===== src/rtl/busarb_rr.sv =====
// N-way round-robin bus arbiter with parked ownership.
// Optional bounded tenure per owner under contention: define BUSARB_TENURE_EN.
module busarb_rr #(
  parameter int N        = 4,
  parameter int MAX_HOLD = 8
) (
  input  logic                 clk,
  input  logic                 rst,
  input  logic [N-1:0]         breq,
  output logic [N-1:0]         bgrt,
  output logic [$clog2(N)-1:0] gidx,
  output logic                 gvalid
);

  localparam int          IW = $clog2(N);
  localparam int unsigned NU = N;
  localparam logic [IW:0] NW = (IW+1)'(N);

  logic [IW-1:0] own;
  logic [IW-1:0] own_nxt;
  logic [IW-1:0] rot;
  logic          own_ok;
  logic          own_req;
  logic          others;
  logic          rot_found;

  // Owner decode and rotating search starting just after the owner.
  always_comb begin
    own_ok    = ({1'b0, own} < NW);
    own_req   = 1'b0;
    others    = 1'b0;
    rot       = '0;
    rot_found = 1'b0;
    for (int unsigned i = 0; i < NU; i++) begin
      if (own == IW'(i)) own_req = breq[i];
      else if (breq[i])  others  = 1'b1;
    end
    for (int unsigned k = 1; k < NU; k++) begin
      int unsigned idx;
      idx = (32'(own) + k) % NU;
      if (!rot_found && breq[idx]) begin
        rot       = IW'(idx);
        rot_found = 1'b1;
      end
    end
  end

`ifdef BUSARB_TENURE_EN
  logic [7:0] cnt;
  logic       expire;

  assign expire = own_req && (cnt == 8'(MAX_HOLD - 1)) && others;
`endif

  always_comb begin
    own_nxt = own;
    if (!own_ok)
      own_nxt = '0;
    else if (!own_req && others && rot_found)
      own_nxt = rot;
`ifdef BUSARB_TENURE_EN
    else if (expire && rot_found)
      own_nxt = rot;
`endif
  end

  always_ff @(posedge clk) begin
    if (rst) own <= '0;
    else     own <= own_nxt;
  end

`ifdef BUSARB_TENURE_EN
  // Counts consecutive granted cycles of the current owner only.
  always_ff @(posedge clk) begin
    if (rst)
      cnt <= '0;
    else if ((own_nxt != own) || !own_req)
      cnt <= '0;
    else if (cnt != 8'hFF)
      cnt <= cnt + 8'd1;
  end
`endif

  always_comb begin
    bgrt = '0;
    for (int unsigned i = 0; i < NU; i++)
      bgrt[i] = breq[i] && (own == IW'(i)) && !rst;
  end

  assign gidx   = own;
  assign gvalid = |bgrt;

endmodule

===== config.mk =====
export PLATFORM = sky130hd
export DESIGN_NAME = busarb_rr
export DESIGN_NICKNAME = d
export VERILOG_FILES = /design/src/rtl/busarb_rr.sv
export SDC_FILE = /design/constraint.sdc
export NUM_CORES = 1
export LEC_CHECK = 0
export CORE_AREA = 3 3 40 42
export CTS_BUF_LIST = sky130_fd_sc_hd__clkbuf_4
export DETAILED_ROUTE_END_ITERATION = 7
export DIE_AREA = 0 0 43 45
export GPL_TIMING_DRIVEN = 0
export PLACE_DENSITY = 0.58
export SYNTH_ARGS = -nofsm -noshare
export SYNTH_HDL_FRONTEND = slang
export SYNTH_SLANG_ARGS = --single-unit

===== constraint.sdc =====
create_clock -name clk -period 2.4 [get_ports clk]
set_clock_uncertainty 0.2 [all_clocks]
set_input_delay 0.48 -clock clk [delete_from_list [all_inputs] [get_ports clk]]
set_output_delay 0.48 -clock clk [all_outputs]
set_load 0.01 [all_outputs]

# Word level (Yosys, flattened, before mapping)
# Cells that the tools add are included.
[totals]
reg_bits = 2
input_bits = 6
out_inout_bits = 7
[classes]
addsub = 3
magnitude_cmp = 3
n_eq_ne = 3
mux = 24
n_reduce_logical = 18
[ops]
columns = ["op", "count"]
rows = [
  ["two-way mux 1 bit", 18],
  ["logical AND 1 bit", 12],
  ["< comparator 2 x 3 -> 1 bit (second input constant)", 3],
  ["binary-select mux 1 bit (select 2 bit)", 3],
  ["two-way mux 2 bit", 3],
  ["adder 2 bit (second input constant)", 2],
  ["== test 2 bit (second input constant)", 2],
  ["logical NOT 1 bit", 4],
  ["OR reduction 4 bit", 1],
  ["adder 2 x 1 -> 2 bit (second input constant)", 1],
  ["== test 2 x 1 -> 1 bit (second input constant)", 1],
  ["logical NOT 2 bit", 1],
]

# Depth between registers and ports, before layout
# Gate-level depths: netlist (run 1).
[logic_depth]
ltp_word = 11
depth_mapped = 8
mapped_depth_nobuf = 7

# Least setup slack after synthesis (run 1)
# Ideal clock, no wire load.
[synth_timing]
path_type = "register -> output"
from = "register own[0] (netlist: gidx[0])"
to = "output port gvalid"
arrival_ns = 1.616
path_slack_ns = 0.104
stages_incl_launch_ff = 6
n_path_buf = 1
cell_sequence = "dfxtp_1 > buf_6 > inv_1 > ha_1 > nor3b_1 > or4_1"
[synth_between]
elab_chain_cells = 4
word_cells_on_any_way = 13
[synth_lines]
columns = ["element", "line", "rtl"]
rows = [
  ["start: declaration", "19", "logic [IW-1:0] own;"],
  ["start signal: assignment", "69", "else own <= own_nxt;"],
  ["== test 2 bit", "87", "bgrt[i] = breq[i] && (own == IW'(i)) && !rst;"],
  ["logical AND 1 bit (2 in a row)", "87", ""],
  ["via bgrt[2]", "10", "output logic [N-1:0] bgrt,"],
  ["OR reduction 4 bit", "91", "assign gvalid = |bgrt;"],
  ["end: declaration", "12", "output logic gvalid"],
]
# The timed path passes the listed nets, and every way through them passes these cells.

# Worst setup path after layout (run 1)
[layout_timing]
from = "register own[1] (netlist: gidx[1])"
to = "output port gvalid"
[layout_between]
elab_chain_cells = 4
word_cells_on_any_way = 13
[layout_lines]
columns = ["element", "line"]
rows = [
  ["== test 2 x 1 -> 1 bit, or another cell as far along", "87"],
  ["logical AND 1 bit (2 in a row)", "87"],
  ["OR reduction 4 bit *", "91"],
]
# Mark *: on every way between the ends. The rest lies on a longest branch, timed or not.

==> flow_summary.toml, run 1 <==
[floorplan]
die_w_um = 43
dieArea_um2 = 1940
core_um2 = 1280
initial_core_util_pct = 29.2
pin_count = 13
fp-row-count = 13
die_y_um = 45

[power_and_ir_drop]
p_leak_nw = 0.268
p_per_area_nw_per_um2 = 906
ir_drop_mv = 0.365

[job]
maxCapViolCount = 0

[global_route]
grt_overflow = 0
grt_pass1_wl_mm = 1.60
grt_max_degree = 9
grt_pass1_vias = 372
antenna_found_initial = 0
grt_use_total_pct = 10.6

[synth]
synth-seq-area-share_pct = 10.7
synth_area_per_cell_um2 = 8.34
synth_edf_count = 0
syn_area_um2 = 375
yosys-top-cells-count = "5 x nor2_1, 4 x a21oi_1, 4 x ha_1, 4 x inv_1"
post-synth-top-area-fraction_pct = 13.3
ys_async_sr_fraction_pct = 0
synth.distinct_cells = 24
ys_ff_latch = 2
syn_inst = 45
synthTopCellsByArea = "ha_1 13%, dfxtp_1 11%, mux2_2 6.0%"
ys_warn_count = 0
synth_most_common_cell = "nor2_1"
synth_flop_cell = "dfxtp_1"
synth_top_family_by_area = "compound AO/OA/AOI/OAI gates"
synthXorXnorAreaFrac_pct = 0
synth_compound_area_share_pct = 25.3
yosys.area_share.adder_pct = 13.3
synthSimpleGateAreaFrac_pct = 22.3
synth.area.mux_share_pct = 21.3
synth_fp_nets = 55
synth_area_leader_cell = "ha_1"

[cts]
cts-root-buf = "clkbuf_4"
cts_tree = "yes"
clock-sinks = 2
clk_latency_ns = 0.22
numCtsBuffers = 3
clkSlewWorstSetupHoldPaths_ns = 0.03
hold_buffers = 0
clockBufferDepth = 2
htree_levels = 1

[setup_path]
worstPathArrival_ns = 1.67
cp_max_fo = 7
critPathBufInv = 2
critical_path_class = "flop to primary output"
cp_data_required_time_ns = 1.72
cp-end-kind = "primary output"
cp_top_family = "simple AND/OR/NAND/NOR gates"
worstPathCellList = "inv_1, ha_2, and3b_1, or4_1, buf_2"
slowest_delay_ns = 0.50
cp-start-kind = "flop"
crit_path_top_delay_cell = "or4_1"

[hold_path]
hp-class = "flop to flop"

[place]
portBuffers = 12
hpwl_um = 749
pre_cts_ws_ns = -0.556
gp_congestion = 0.762
dp.cells = 72

[finish]
diodes = 0
drive_gt1_share_pct = 29.7
areaGrowthSynthToFinish_pct = 54.3
final_cells = 79
final_util_pct = 45.1
finalNetCount = 76
largest_register_ffs = 2

[timing]
fin_hold_ws_ns = 0.481
setup_viol = 0
slew_headroom_pct = 70.9
fin_crit_ns = 2.35
grt_setup_unrepaired = "true"
finalHoldViolCount = 0
maxSlewViolCount = 0
post-route-period-util_pct = 98.0
fmax_mhz = 425
worst_slew_pin_slew_ns = 0.436
setup_ws_ns = 0.0469
fin_tns_setup_ns = 0

[detailed_routing]
drt_pre_antenna_iters = 2
routed_wl_um = 981
routedWlPerCell_um = 12.4
viasPerCell = 5.33
drt_iter0_markers = 4
drc_errors = 0
vias = 421
final_antenna_net_count = 0

[status]
outcome = "finished, final reports clean"
## worst min-delay path: stages (launching register included)
cell	delay, ns
dfxtp_4	0.34
buf_6	0.11
inv_2	0.09
a221oi_1	0.08
## placed cells by master, fill, tap and decap left out
master           instances
mux2_4                   1
or4_1                    1
mux2i_1                  2
dfxtp_4                  2
dlygate4sd2_1            6
and2_1                   1
a311oi_2                 1
a221oi_1                 1
nand2_1                  2
o21ai_0                  2
buf_4                    4
o211ai_1                 2
nor2_1                   5
dlymetal6s2s_1           1
a22oi_1                  1
nor3b_1                  1
buf_6                    1
ha_4                     1
nor2b_1                  2
a21oi_1                  4
a311oi_1                 1
ha_1                     2
clkdlybuf4s50_1          4
buf_2                    1
mux4_2                   1
clkbuf_4                 3
ha_2                     1
inv_2                    1
and3b_1                  2
mux2_2                   2
a2111oi_1                1
nor4_1                   1
inv_1                    3
## report_power, final
part | internal [W] | leakage [nW] | switching [W]
registers | 0.0000531 | 0.0178 | 0.0000205
clock network | 0.0000552 | 0.0138 | 0.0000190
logic | 0.000202 | 0.236 | 0.000175
total | 0.000310 | 0.268 | 0.000215
## cell type report
class / count / area, um2
fill: 153 / 706
multi-input combinational: 38 / 324
timing repair buffer: 16 / 140
sequential: 2 / 47.5
clock buffer: 3 / 22.5
tap: 15 / 18.8
inverter: 4 / 15.0
buffer: 1 / 11.3
## layer usage
layer	track usage (%)	vias to the layer above	part of all wire, %
li1	-	209	-
met1	13.7	198	45
met2	18.3	12	48
met3	1.20	2	6.1
met4	3.61	0	1.1
met5	0	-	0
## logic make-up after synthesis
family          count (synthesis)
simple gates                   15
flops                           2
buf+inv                         5
fa+ha+maj                       4
compound gates                 13
mux                             6
## per-stage QoR
step	total power (W)	instance area, um2
floorplan	0.000307	375
global placement	0.000408	514
detailed placement	0.000411	514
CTS	0.000501	547
global route	0.000574	579
finish	0.000525	579
## final timing paths
kind / from / endpoint / slack, ns / depth (start not counted)
setup / recovery: gidx[1]$_SDFFE_PP0P_ / gvalid / 0.05 / 5
hold / removal: gidx[0]$_SDFFE_PP0P_ / gidx[0]$_SDFFE_PP0P_ / 0.48 / 3
setup reg to reg: gidx[0]$_SDFFE_PP0P_ / gidx[1]$_SDFFE_PP0P_ / 0.34 / 8
hold reg to reg: gidx[0]$_SDFFE_PP0P_ / gidx[0]$_SDFFE_PP0P_ / 0.48 / 3
## what timing repair did
action / 4_1_cts / 5_1_grt
resized for setup: 15 / 4
setup buffers: 1 / 3
hold endpoints to repair: 0 / 0
pin swaps: 0 / 1
endpoints found under the setup margin: 5 / 2
cloned: 0 / 0
Power figures use the tool's default switching activity.
==> run 2: changes to the inputs <==
Settings changed: SLEW_MARGIN set to 30.
==> results of run 2 <==
The final DEF is identical to that of run 1; final timing and power are the same.
